### src/rtl/coherence_controller_if.sv
// Signal bundle between the coherence controller, the two per-core L1 caches and the shared RAM port.
// The controller takes the slave view; whatever drives the caches and RAM takes the master view.
interface coherence_controller_if #(
  parameter int CPUS   = 2,
  parameter int WORD_W = 32
);
  // icache side
  logic [CPUS-1:0]             iREN;
  logic [CPUS-1:0][WORD_W-1:0] iaddr;
  logic [CPUS-1:0][WORD_W-1:0] iload;
  logic [CPUS-1:0]             iwait;
  // dcache side
  logic [CPUS-1:0]             dREN;
  logic [CPUS-1:0]             dWEN;
  logic [CPUS-1:0][WORD_W-1:0] daddr;
  logic [CPUS-1:0][WORD_W-1:0] dstore;
  logic [CPUS-1:0]             cctrans;
  logic [CPUS-1:0]             ccwrite;
  logic [CPUS-1:0][WORD_W-1:0] dload;
  logic [CPUS-1:0]             dwait;
  logic [CPUS-1:0]             ccwait;
  logic [CPUS-1:0]             ccinv;
  logic [CPUS-1:0][WORD_W-1:0] ccsnoopaddr;
  // RAM side
  logic                        ramREN;
  logic                        ramWEN;
  logic [WORD_W-1:0]           ramaddr;
  logic [WORD_W-1:0]           ramstore;
  logic [WORD_W-1:0]           ramload;
  logic [1:0]                  ramstate;

  modport master (
    output iREN, iaddr, dREN, dWEN, daddr, dstore, cctrans, ccwrite, ramload, ramstate,
    input  iload, iwait, dload, dwait, ccwait, ccinv, ccsnoopaddr,
           ramREN, ramWEN, ramaddr, ramstore
  );

  modport slave (
    input  iREN, iaddr, dREN, dWEN, daddr, dstore, cctrans, ccwrite, ramload, ramstate,
    output iload, iwait, dload, dwait, ccwait, ccinv, ccsnoopaddr,
           ramREN, ramWEN, ramaddr, ramstore
  );
endinterface

### src/rtl/coherence_controller.sv
// Two-core bus/coherence controller: arbitrates ifetch, writeback and coherent misses onto one RAM port,
// runs the snoop handshake and services dirty-peer hits by cache-to-cache transfer written through to RAM.
module coherence_controller #(
  parameter int CPUS   = 2,
  parameter int WORD_W = 32
) (
  input logic                   CLK,
  input logic                   RST,
  coherence_controller_if.slave ccif
);

  typedef enum logic [3:0] {IDLE, IF, WB, SNP, SRSP, C2C1, C2C2, LD1, LD2} state_t;
  typedef enum logic [1:0] {FREE = 2'd0, BUSY = 2'd1, ACCESS = 2'd2, ERROR = 2'd3} ram_state_t;

  state_t state, state_n;
  logic   rr, rr_n;   // round-robin pointer for ties within one request class
  logic   g, g_n;     // granted core
  logic   s;          // snooper: with two cores, always the other one
  logic   access;

  logic [CPUS-1:0]             iwait_c, dwait_c, ccwait_c, ccinv_c;
  logic [CPUS-1:0][WORD_W-1:0] iload_c, dload_c, snoop_c;
  logic                        ram_ren_c, ram_wen_c;
  logic [WORD_W-1:0]           ram_addr_c, ram_store_c;

  assign s      = ~g;
  assign access = (ram_state_t'(ccif.ramstate) == ACCESS);

  // Both requesting -> rr decides; otherwise the lone requester wins.
  function automatic logic pick(input logic [CPUS-1:0] req, input logic ptr);
    return (req == 2'b11) ? ptr : req[1];
  endfunction

  // NOTE: sequential state uses non-blocking assignments so every flop samples pre-edge values.
  always_ff @(posedge CLK or posedge RST) begin
    if (RST) begin
      state <= IDLE;
      rr    <= 1'b0;
      g     <= 1'b0;
    end else begin
      state <= state_n;
      rr    <= rr_n;
      g     <= g_n;
    end
  end

  always_comb begin
    // NOTE: every output gets a default before the case so no path leaves one unassigned (no latches).
    state_n     = state;
    rr_n        = rr;
    g_n         = g;
    iwait_c     = '1;
    dwait_c     = '1;
    iload_c     = '0;
    dload_c     = '0;
    ccwait_c    = '0;
    ccinv_c     = '0;
    snoop_c     = '0;
    ram_ren_c   = 1'b0;
    ram_wen_c   = 1'b0;
    ram_addr_c  = '0;
    ram_store_c = '0;

    if (state inside {SNP, SRSP, C2C1, C2C2}) begin
      ccwait_c[s] = 1'b1;
      snoop_c[s]  = ccif.daddr[g];
      ccinv_c[s]  = ccif.ccwrite[g];
    end

    case (state)
      IDLE: begin
        if (|ccif.dWEN) begin
          g_n     = pick(ccif.dWEN, rr);
          state_n = WB;
        end else if (|(ccif.dREN & ccif.cctrans)) begin
          g_n     = pick(ccif.dREN & ccif.cctrans, rr);
          state_n = SNP;
        end else if (|ccif.iREN) begin
          g_n     = pick(ccif.iREN, rr);
          state_n = IF;
        end
      end

      IF: begin
        ram_ren_c  = 1'b1;
        ram_addr_c = ccif.iaddr[g];
        iload_c[g] = ccif.ramload;
        if (access) begin
          iwait_c[g] = 1'b0;
          state_n    = IDLE;
        end
      end

      // The cache steps through its own block words; the bus stays granted until dWEN drops.
      WB: begin
        if (ccif.dWEN[g]) begin
          ram_wen_c   = 1'b1;
          ram_addr_c  = ccif.daddr[g];
          ram_store_c = ccif.dstore[g];
          if (access) dwait_c[g] = 1'b0;
        end else begin
          state_n = IDLE;
          rr_n    = ~rr;
        end
      end

      SNP: state_n = SRSP;

      SRSP: state_n = (ccif.cctrans[s] && ccif.ccwrite[s]) ? C2C1 : LD1;

      // Dirty peer supplies the word; it lands in the requester and in RAM on the same beat.
      C2C1, C2C2: begin
        ram_wen_c   = 1'b1;
        ram_addr_c  = ccif.daddr[s];
        ram_store_c = ccif.dstore[s];
        dload_c[g]  = ccif.dstore[s];
        if (access) begin
          dwait_c[s] = 1'b0;
          dwait_c[g] = 1'b0;
          if (state == C2C1 && ccif.dREN[g]) begin
            state_n = C2C2;
          end else begin
            state_n = IDLE;
            rr_n    = ~rr;
          end
        end
      end

      LD1, LD2: begin
        ram_ren_c  = 1'b1;
        ram_addr_c = ccif.daddr[g];
        dload_c[g] = ccif.ramload;
        if (access) begin
          dwait_c[g] = 1'b0;
          if (state == LD1 && ccif.dREN[g]) begin
            state_n = LD2;
          end else begin
            state_n = IDLE;
            rr_n    = ~rr;
          end
        end
      end

      default: state_n = IDLE;
    endcase
  end

  assign ccif.iwait       = iwait_c;
  assign ccif.iload       = iload_c;
  assign ccif.dwait       = dwait_c;
  assign ccif.dload       = dload_c;
  assign ccif.ccwait      = ccwait_c;
  assign ccif.ccinv       = ccinv_c;
  assign ccif.ccsnoopaddr = snoop_c;
  assign ccif.ramREN      = ram_ren_c;
  assign ccif.ramWEN      = ram_wen_c;
  assign ccif.ramaddr     = ram_addr_c;
  assign ccif.ramstore    = ram_store_c;

endmodule

### src/flat_wrapper.sv
// flat-port wrapper written by rule: the top's interface ports become plain ports
module coherence_controller_flat 
#(
  parameter int CPUS   = 2,
  parameter int WORD_W = 32
)
  (CLK, RST, ccif_iREN, ccif_iaddr, ccif_dREN, ccif_dWEN, ccif_daddr, ccif_dstore, ccif_cctrans, ccif_ccwrite, ccif_ramload, ccif_ramstate, ccif_iload, ccif_iwait, ccif_dload, ccif_dwait, ccif_ccwait, ccif_ccinv, ccif_ccsnoopaddr, ccif_ramREN, ccif_ramWEN, ccif_ramaddr, ccif_ramstore);
  coherence_controller_if #(.CPUS(CPUS), .WORD_W(WORD_W)) ccif_i ();
  input logic CLK;
  input logic RST;
  input wire logic [$bits(ccif_i.iREN)-1:0] ccif_iREN;
  input wire logic [$bits(ccif_i.iaddr)-1:0] ccif_iaddr;
  input wire logic [$bits(ccif_i.dREN)-1:0] ccif_dREN;
  input wire logic [$bits(ccif_i.dWEN)-1:0] ccif_dWEN;
  input wire logic [$bits(ccif_i.daddr)-1:0] ccif_daddr;
  input wire logic [$bits(ccif_i.dstore)-1:0] ccif_dstore;
  input wire logic [$bits(ccif_i.cctrans)-1:0] ccif_cctrans;
  input wire logic [$bits(ccif_i.ccwrite)-1:0] ccif_ccwrite;
  input wire logic [$bits(ccif_i.ramload)-1:0] ccif_ramload;
  input wire logic [$bits(ccif_i.ramstate)-1:0] ccif_ramstate;
  output wire logic [$bits(ccif_i.iload)-1:0] ccif_iload;
  output wire logic [$bits(ccif_i.iwait)-1:0] ccif_iwait;
  output wire logic [$bits(ccif_i.dload)-1:0] ccif_dload;
  output wire logic [$bits(ccif_i.dwait)-1:0] ccif_dwait;
  output wire logic [$bits(ccif_i.ccwait)-1:0] ccif_ccwait;
  output wire logic [$bits(ccif_i.ccinv)-1:0] ccif_ccinv;
  output wire logic [$bits(ccif_i.ccsnoopaddr)-1:0] ccif_ccsnoopaddr;
  output wire logic [$bits(ccif_i.ramREN)-1:0] ccif_ramREN;
  output wire logic [$bits(ccif_i.ramWEN)-1:0] ccif_ramWEN;
  output wire logic [$bits(ccif_i.ramaddr)-1:0] ccif_ramaddr;
  output wire logic [$bits(ccif_i.ramstore)-1:0] ccif_ramstore;
  assign ccif_i.iREN = ccif_iREN;
  assign ccif_i.iaddr = ccif_iaddr;
  assign ccif_i.dREN = ccif_dREN;
  assign ccif_i.dWEN = ccif_dWEN;
  assign ccif_i.daddr = ccif_daddr;
  assign ccif_i.dstore = ccif_dstore;
  assign ccif_i.cctrans = ccif_cctrans;
  assign ccif_i.ccwrite = ccif_ccwrite;
  assign ccif_i.ramload = ccif_ramload;
  assign ccif_i.ramstate = ccif_ramstate;
  assign ccif_iload = ccif_i.iload;
  assign ccif_iwait = ccif_i.iwait;
  assign ccif_dload = ccif_i.dload;
  assign ccif_dwait = ccif_i.dwait;
  assign ccif_ccwait = ccif_i.ccwait;
  assign ccif_ccinv = ccif_i.ccinv;
  assign ccif_ccsnoopaddr = ccif_i.ccsnoopaddr;
  assign ccif_ramREN = ccif_i.ramREN;
  assign ccif_ramWEN = ccif_i.ramWEN;
  assign ccif_ramaddr = ccif_i.ramaddr;
  assign ccif_ramstore = ccif_i.ramstore;
  coherence_controller #(.CPUS(CPUS), .WORD_W(WORD_W)) u_core (.CLK(CLK), .RST(RST), .ccif(ccif_i));
endmodule
### config.mk
export PLATFORM = sky130hd
export DESIGN_NAME = coherence_controller_flat
export DESIGN_NICKNAME = d
export VERILOG_FILES = /design/src/rtl/coherence_controller_if.sv /design/src/rtl/coherence_controller.sv /design/src/flat_wrapper.sv
export SDC_FILE = /design/constraint.sdc
export NUM_CORES = 1
export LEC_CHECK = 0
export CELL_PAD_IN_SITES_DETAIL_PLACEMENT = 0
export CELL_PAD_IN_SITES_GLOBAL_PLACEMENT = 1
export CORE_AREA = 2 2 196 198
export CTS_CLUSTER_DIAMETER = 50
export CTS_CLUSTER_SIZE = 40
export DETAILED_ROUTE_END_ITERATION = 7
export DIE_AREA = 0 0 198 200
export HOLD_SLACK_MARGIN = 0.02
export PLACE_DENSITY = 0.68
export RECOVER_POWER = 50
export SLEW_MARGIN = 5
export SYNTH_ARGS = -nofsm -noshare
export SYNTH_HDL_FRONTEND = slang
export SYNTH_SLANG_ARGS = --single-unit
### constraint.sdc
create_clock -name CLK -period 2.62 [get_ports CLK]
set_input_delay 0.524 -clock CLK [delete_from_list [all_inputs] [get_ports CLK]]
set_output_delay 0.524 -clock CLK [all_outputs]
set_load 0.02 [all_outputs]
==> implementation parameters <==
Parameter                              Value

Routing
  Avg WL per Cell ... 23.6 um
  Post-DR vias/cell ... 4.70
  Violation count after the first detailed-route iteration ... 557
  DRT Wirelength ... 41.1 mm
  Number of nets with antenna violations after detailed routing ... 0
  DRC violation count after routing ... 0
  Total vias in the final route ... 8173
  Detailed-routing iteration count for the pre-antenna-repair pass ... 5

Logic synthesis
  Number of flops mapped to enable cells by yosys ... 0
  Post-Syn Area ... 4100 um^2
  Syn_area_per_cell ... 6.74 um^2
  FFs w/ async S/R, synth ... 100%
  Syn Nets ... 846
  Number of warning messages in the yosys log ... 0
  Post-synthesis register bit count ... 6
  Register area share after synthesis ... 3.66%
  Cells after Synth ... 608
  Post-synth cell types ... 52
  Most frequently used flop master after synthesis ... sky130_fd_sc_hd__dfrtp_1

Setup path
  CP Capture Point ... ccif_ramaddr[20]
  Critical Path Source Type ... flop
  Worst setup startpoint ... u_core.state[0]
  Startpoint of the worst-slack reg-to-reg timing path ... u_core.state[0]
  Terminus of the critical flop-to-flop path ... u_core.state[0]
  FF-to-FF setup slack ... 0.13 ns
  Path depth of the worst reg2reg path ... 6
  Most used cell, CP ... sky130_fd_sc_hd__buf_6
  Largest fanout on the critical path ... 7
  CP Cell Sequence ... buf_6 -> buf_6 -> nand4b_1 -> and2_4 -> a21oi_4 -> or2_4 -> buf_12 -> buf_16 -> a221o_1 -> buf_6
  Critical Path Sink Type ... output port
  Slowest cell on crit path ... sky130_fd_sc_hd__dfrtp_1
  Largest incremental delay on the critical path ... 0.40 ns
  Crit Path Category ... reg2out
  Arr. time, crit path ... 2.31 ns
  CP Data Required Time ... 2.10 ns

Clocking
  Root Buffer ... sky130_fd_sc_hd__clkbuf_16
  Hold Buf Count CTS ... 0
  H-tree levels ... 1
  CTS buffer count ... 3
  Post-CTS clock slew at the launch and capture registers of the worst setup and hold paths ... 0.03 ns
  CTS tree ... built
  Later-pin clock latency in the skew report ... 0.22 ns
  Number of buffers on the longest clock path ... 2
  CTS Sinks ... 6

Run status
  Status ... finished, violations left
  Failing checks ... negative setup slack

STA
  Tightest slew margin relative to the limit ... 54.4%
  Share of the cycle needed by the critical path after routing ... 108%
  Max Freq ... 352 MHz
  Post-layout minimum cycle time ... 2.84 ns
  Maximum clock skew at final layout ... 0.00263 ns
  Least-Margin Pin Slew ... 0.684 ns
  Crit path setup slack, layout ... -0.219 ns
  TNS Setup ... -11.51 ns
  Number of max-slew violations in the final report ... 0
  Setup-failing EPs final ... 113
  Post-route worst hold slack ... 0.484 ns
  RSZ-0062 raised after global routing ... true
  Number of hold-slack violations in the final timing report ... 0

Layout
  Final cell count without fillers ... 1739
  Fill count ... 3964
  Area grow syn2layout ... 207%
  Fraction of layout cells with a size suffix above 1 ... 47.9%
  Post-layout nets ... 1465

Pwr
  Final Total Pwr ... 12.8 mW
  Static leakage ... 5.61 nW
  Largest vdd supply drop ... 391 uV
  Cell Pwr Density ... 1010 nW/um^2

Global routing
  Gr usage total ... 17.1%
  First-pass GRT wire length ... 51.0 mm
  Vias in the first global route ... 7596
  Number of antenna violations at the first check in global routing ... 2
  Residual overflow from global routing ... 0
  Maximum number of pins on one net before global-route repair ... 64

Die
  Die span in x ... 198 um
  Number of standard-cell rows in the floorplan ... 71
  Vertical die dimension ... 200 um
  Area of the core region ... 37400 um^2
  Starting density of the core ... 11.0%
  IO Pins ... 504
  Area of the die ... 39600 um^2

Placed design
  Worst setup slack before clock tree synthesis ... -0.892 ns
  Placer's final routability congestion estimate ... 0.892
  Number of port buffers ... 503
  Placed instance count ... 1629
  Detailed-placement wirelength estimate ... 26.1 mm

Job
  Number of max-cap violations ... 0

Min path
  Hold Path Class ... reg2reg
layer usage:
metal / part of all wire [%] / track usage [%] / wire length, um / vias to the layer above
met5: 0 / 0 / 0 / -
met4: 1.2 / 2.98 / 490 / 0
met3: 6.0 / 2.92 / 2460 / 29
met2: 49 / 29.2 / 20000 / 351
met1: 44 / 22.8 / 18100 / 4083
li1: - / - / - / 3710
stage by stage:
stage	instance area, um^2	util, %
after global routing	12600	33.6
after CTS	11200	29.9
after global placement	10500	28.0
after floorplan	4110	-
after detailed placement	10500	28.0
final	12600	33.6
critical path: cells and delay by family, from the launching register on:
| family | cells | cell delay (ns) |
|---|---|---|
| compound gates | 2 | 0.41 |
| simple gates | 3 | 0.60 |
| flops | 1 | 0.40 |
| buf+inv | 5 | 0.67 |
cells by family (layout without fill, tap and decap cells):
family	Yosys count	in the layout	share of synthesized area [%]
compound gates	269	269	52.5
simple gates	231	232	31.4
buf+inv	90	707	9.58
mux	7	7	1.80
flops	6	6	3.66
xor+xnor	5	5	1.07
other cells	0	2	0
how the worst min path moves through the flow:
stage / slack [ns] / start / cells past startpoint / end
2_1_floorplan: 0.31 / RST / 1 / u_core.g
3_3_place_gp: 0.49 / u_core.rr / 1 / u_core.rr
3_5_place_dp: 0.49 / u_core.rr / 1 / u_core.rr
4_1_cts: 0.49 / u_core.rr / 1 / u_core.rr
5_1_grt: 0.51 / u_core.rr / 1 / u_core.rr
6_report: 0.48 / u_core.rr / 1 / u_core.rr
Yosys cell counts (2+ instances only):
library cell / n / area, um^2
sky130_fd_sc_hd__buf_2: 23 / 115
sky130_fd_sc_hd__xor2_1: 3 / 26.3
sky130_fd_sc_hd__inv_1: 2 / 7.51
sky130_fd_sc_hd__a21oi_1: 54 / 270
sky130_fd_sc_hd__xnor2_1: 2 / 17.5
sky130_fd_sc_hd__o21ai_0: 6 / 30.0
sky130_fd_sc_hd__nand2_1: 11 / 41.3
sky130_fd_sc_hd__nand2b_1: 5 / 31.3
sky130_fd_sc_hd__a221o_1: 31 / 310
sky130_fd_sc_hd__and2_1: 67 / 419
sky130_fd_sc_hd__o31ai_1: 2 / 15.0
sky130_fd_sc_hd__mux2_2: 2 / 22.5
sky130_fd_sc_hd__nand3_1: 4 / 20.0
sky130_fd_sc_hd__a221oi_1: 81 / 709
sky130_fd_sc_hd__buf_1: 4 / 15.0
sky130_fd_sc_hd__mux2i_1: 4 / 40.0
sky130_fd_sc_hd__and3_1: 65 / 407
sky130_fd_sc_hd__or4_1: 3 / 22.5
sky130_fd_sc_hd__buf_6: 3 / 33.8
sky130_fd_sc_hd__nor2_1: 59 / 221
sky130_fd_sc_hd__clkbuf_1: 56 / 210
sky130_fd_sc_hd__nor2b_1: 2 / 12.5
sky130_fd_sc_hd__nor3_1: 4 / 20.0
sky130_fd_sc_hd__a211oi_1: 2 / 15.0
sky130_fd_sc_hd__dfrtp_1: 6 / 150
sky130_fd_sc_hd__a22o_1: 64 / 561
sky130_fd_sc_hd__o22ai_1: 2 / 12.5
sky130_fd_sc_hd__a22oi_1: 14 / 105
sky130_fd_sc_hd__nor4_1: 4 / 25.0
flip-flops by register name, indices dropped and copies added (netlist names):
register / flops
u_core.state: 4
u_core.rr: 1
u_core.g: 1
what timing repair did:
item / CTS / global route
setup endpoints to repair: 264 / 250
pin swaps: 21 / 71
setup buffers: 54 / 29
gates resized for setup: 1081 / 393
cloned: 13 / 19
report_power, final:
group          internal, mW  switching, mW  leakage, nW
registers             0.139         0.0523       0.0755
clock network         0.201         0.0464       0.0382
logic                  6.00           6.32         5.50
area by class of cell:
cell class	count	area [um^2]	share of cell area, %
inverters	3	11.3	0.0896
repair buffers	700	7190	57.2
well taps	511	639	5.09
diodes	2	5.00	0.0398
flip-flops and latches	6	154	1.22
multi-input cells	513	4490	35.7
clock buffers	4	78.8	0.627
cell usage in the layout, fill, tap and decap left out, types with 16 or more instances in the layout:
cell type	n
sky130_fd_sc_hd__clkbuf_16	16
sky130_fd_sc_hd__clkdlybuf4s50_1	234
sky130_fd_sc_hd__clkbuf_2	16
sky130_fd_sc_hd__a22o_1	59
sky130_fd_sc_hd__buf_4	149
sky130_fd_sc_hd__and3_1	52
sky130_fd_sc_hd__nor2_1	54
sky130_fd_sc_hd__buf_2	71
sky130_fd_sc_hd__a21oi_1	50
sky130_fd_sc_hd__buf_12	40
sky130_fd_sc_hd__a221o_1	31
sky130_fd_sc_hd__buf_6	138
sky130_fd_sc_hd__a221oi_2	61
sky130_fd_sc_hd__and2_1	61
(Power assumes the default switching activity.)
==> edit: new RTL, same flow settings <==
`WORD_W` is set to 32 in 3 places; all go to 16.
--- a/src/rtl/coherence_controller_if.sv
+++ b/src/rtl/coherence_controller_if.sv
@@ -2,7 +2,7 @@
 // The controller takes the slave view; whatever drives the caches and RAM takes the master view.
 interface coherence_controller_if #(
   parameter int CPUS   = 2,
-  parameter int WORD_W = 32
+  parameter int WORD_W = 16
 );
   // icache side
   logic [CPUS-1:0]             iREN;
--- a/src/rtl/coherence_controller.sv
+++ b/src/rtl/coherence_controller.sv
@@ -2,7 +2,7 @@
 // runs the snoop handshake and services dirty-peer hits by cache-to-cache transfer written through to RAM.
 module coherence_controller #(
   parameter int CPUS   = 2,
-  parameter int WORD_W = 32
+  parameter int WORD_W = 16
 ) (
   input logic                   CLK,
   input logic                   RST,
--- a/src/flat_wrapper.sv
+++ b/src/flat_wrapper.sv
@@ -2,7 +2,7 @@
 module coherence_controller_flat 
 #(
   parameter int CPUS   = 2,
-  parameter int WORD_W = 32
+  parameter int WORD_W = 16
 )
   (CLK, RST, ccif_iREN, ccif_iaddr, ccif_dREN, ccif_dWEN, ccif_daddr, ccif_dstore, ccif_cctrans, ccif_ccwrite, ccif_ramload, ccif_ramstate, ccif_iload, ccif_iwait, ccif_dload, ccif_dwait, ccif_ccwait, ccif_ccinv, ccif_ccsnoopaddr, ccif_ramREN, ccif_ramWEN, ccif_ramaddr, ccif_ramstore);
   coherence_controller_if #(.CPUS(CPUS), .WORD_W(WORD_W)) ccif_i ();
Ports: changed (9 resized); port bits go from 504 to 264. The function was not compared with the original's and may differ.
==> edit against the original RTL <==
- the flow still finishes with violations (setup timing)
- synthesized area fell by 40%
- power down 62%
- worst setup slack gained 0.20 ns
- design area decreased by 49%
- via count fell by 49%
- non-clock buffer count fell by 358
- routed wire length fell by 54%
- sequential cell count unchanged
- critical path type unchanged
==> edit: results <==
metrics = {
    "run_status": {
        "status": "finished with violations",
        "violations": "setup timing",
    },
    "critical_path": {
        "critical_path.max_stage_delay_ns": 0.55,
        "crit_start": "u_core.state[1]",
        "worstPathArrival_ns": 2.11,
        "endpoint": "ccif_ramaddr[11]",
        "cp_top_family": "simple AND/OR/NAND/NOR gates",
        "regToRegEndpoint": "u_core.state[3]",
        "cp_num_buf_inv": 3,
        "crit_fanout": 10,
        "slowest_stage": "or4b_4",
        "r2r-start": "u_core.state[1]",
        "ff2ff_setup_slack_ns": 0.42,
    },
    "drt": {
        "routed_wirelength_um": 18700,
        "vias_per_cell": 3.62,
    },
    "global_route": {
        "antenna_found_initial": 1,
        "grt_use_total": 0.0856,
        "grt_pass1_vias": 3990,
        "grt_pass1_wl_um": 25900,
        "grt_max_degree": 35,
    },
    "timing": {
        "worst_pin_slew_ns": 0.440,
        "setup_slack_ns": -0.0173,
        "setup-tns-final_ns": -0.0249,
        "finalSetupViolations": 2,
        "fin_skew_ns": 0.00476,
    },
    "power_and_ir_drop": {
        "vdd_drop_max_v": 0.000205,
        "power_leakage_uw": 0.00282,
    },
    "synth": {
        "ys_types": 54,
        "syn_avg_cell_area_sq_um": 7.33,
        "yosys-top-cells-count": "a221oi_1 (45), and2_1 (34), a22o_1 (32), and3_1 (32), nor2_1 (24)",
        "ys_top_cells_by_area": "a221oi_1 (16%), a22o_1 (11%), and2_1 (8.6%)",
    },
    "cells_and_area": {
        "fin_nets": 771,
    },
    "place": {
        "dpl.hpwl_um": 14100,
        "dp_slack_ns": -0.722,
        "placed_cells_incl_taps": 1132,
    },
}
edit: cell types whose count changed in the layout (fill, tap and decap cells not counted), sizes merged, moves of 13 or more:
cell	before	now
clkdlybuf4s50	234	121
a22oi	14	1
and3	65	32
a21oi	56	15
nor2	59	25
a221o	31	9
a221oi	81	45
a22o	64	32
and2	69	34
buf	413	138
dlygate4sd2	13	52
edit: logic make-up after synthesis:
family                 Yosys count  share of synthesized area
flip-flops                       6                     0.0606
buffers and inverters           46                     0.0859
XOR/XNOR                         5                     0.0207
multiplexers                    14                     0.0576
AND/OR/NAND/NOR                131                      0.309
AO/OA/AOI/OAI                  136                      0.466
edit: power by group through the flow:
stage               Clock, uW  Sequential, uW  Combinational [uW]
floorplan                   0             161                2200
global placement            0             150                4300
detailed placement          0             150                4310
CTS                       259             155                4240
global route              269             164                4750
finish                    255             159                4430
edit: through the flow:
stage	util	instance area [sq um]	hold slack, ns
2_1_floorplan	-	2480	0.315
5_1_grt	0.171	6380	0.499
3_3_place_gp	0.165	6160	0.481
6_report	0.171	6380	0.480
3_5_place_dp	0.165	6160	0.476
4_1_cts	0.166	6200	0.487
edit: per-layer routing:
metal  share of wire  track usage  up-vias
li1                -            -     2002
met4          0.0095       0.0103        0
met3           0.046      0.00857       12
met5               0            0        -
met2            0.52        0.153      142
met1            0.42        0.114     2031
edit: final cells by class:
cell class                 instances  area (sq um)
antenna                            1          2.50
clock buffer                       4          78.8
fill                            4240         31000
inverter                           5          18.8
multi-input combinational        287          2330
sequential                         6           153
tap                              511           639
timing repair buffer             342          3150
edit: what timing repair did:
action | 4_1_cts | 5_1_grt
endpoints found under the setup margin | 136 | 72
endpoints found under the hold margin | 0 | 0
pin swaps | 16 | 15
buffers inserted | 16 | 5
resized for setup | 362 | 108
gates cloned | 3 | 1
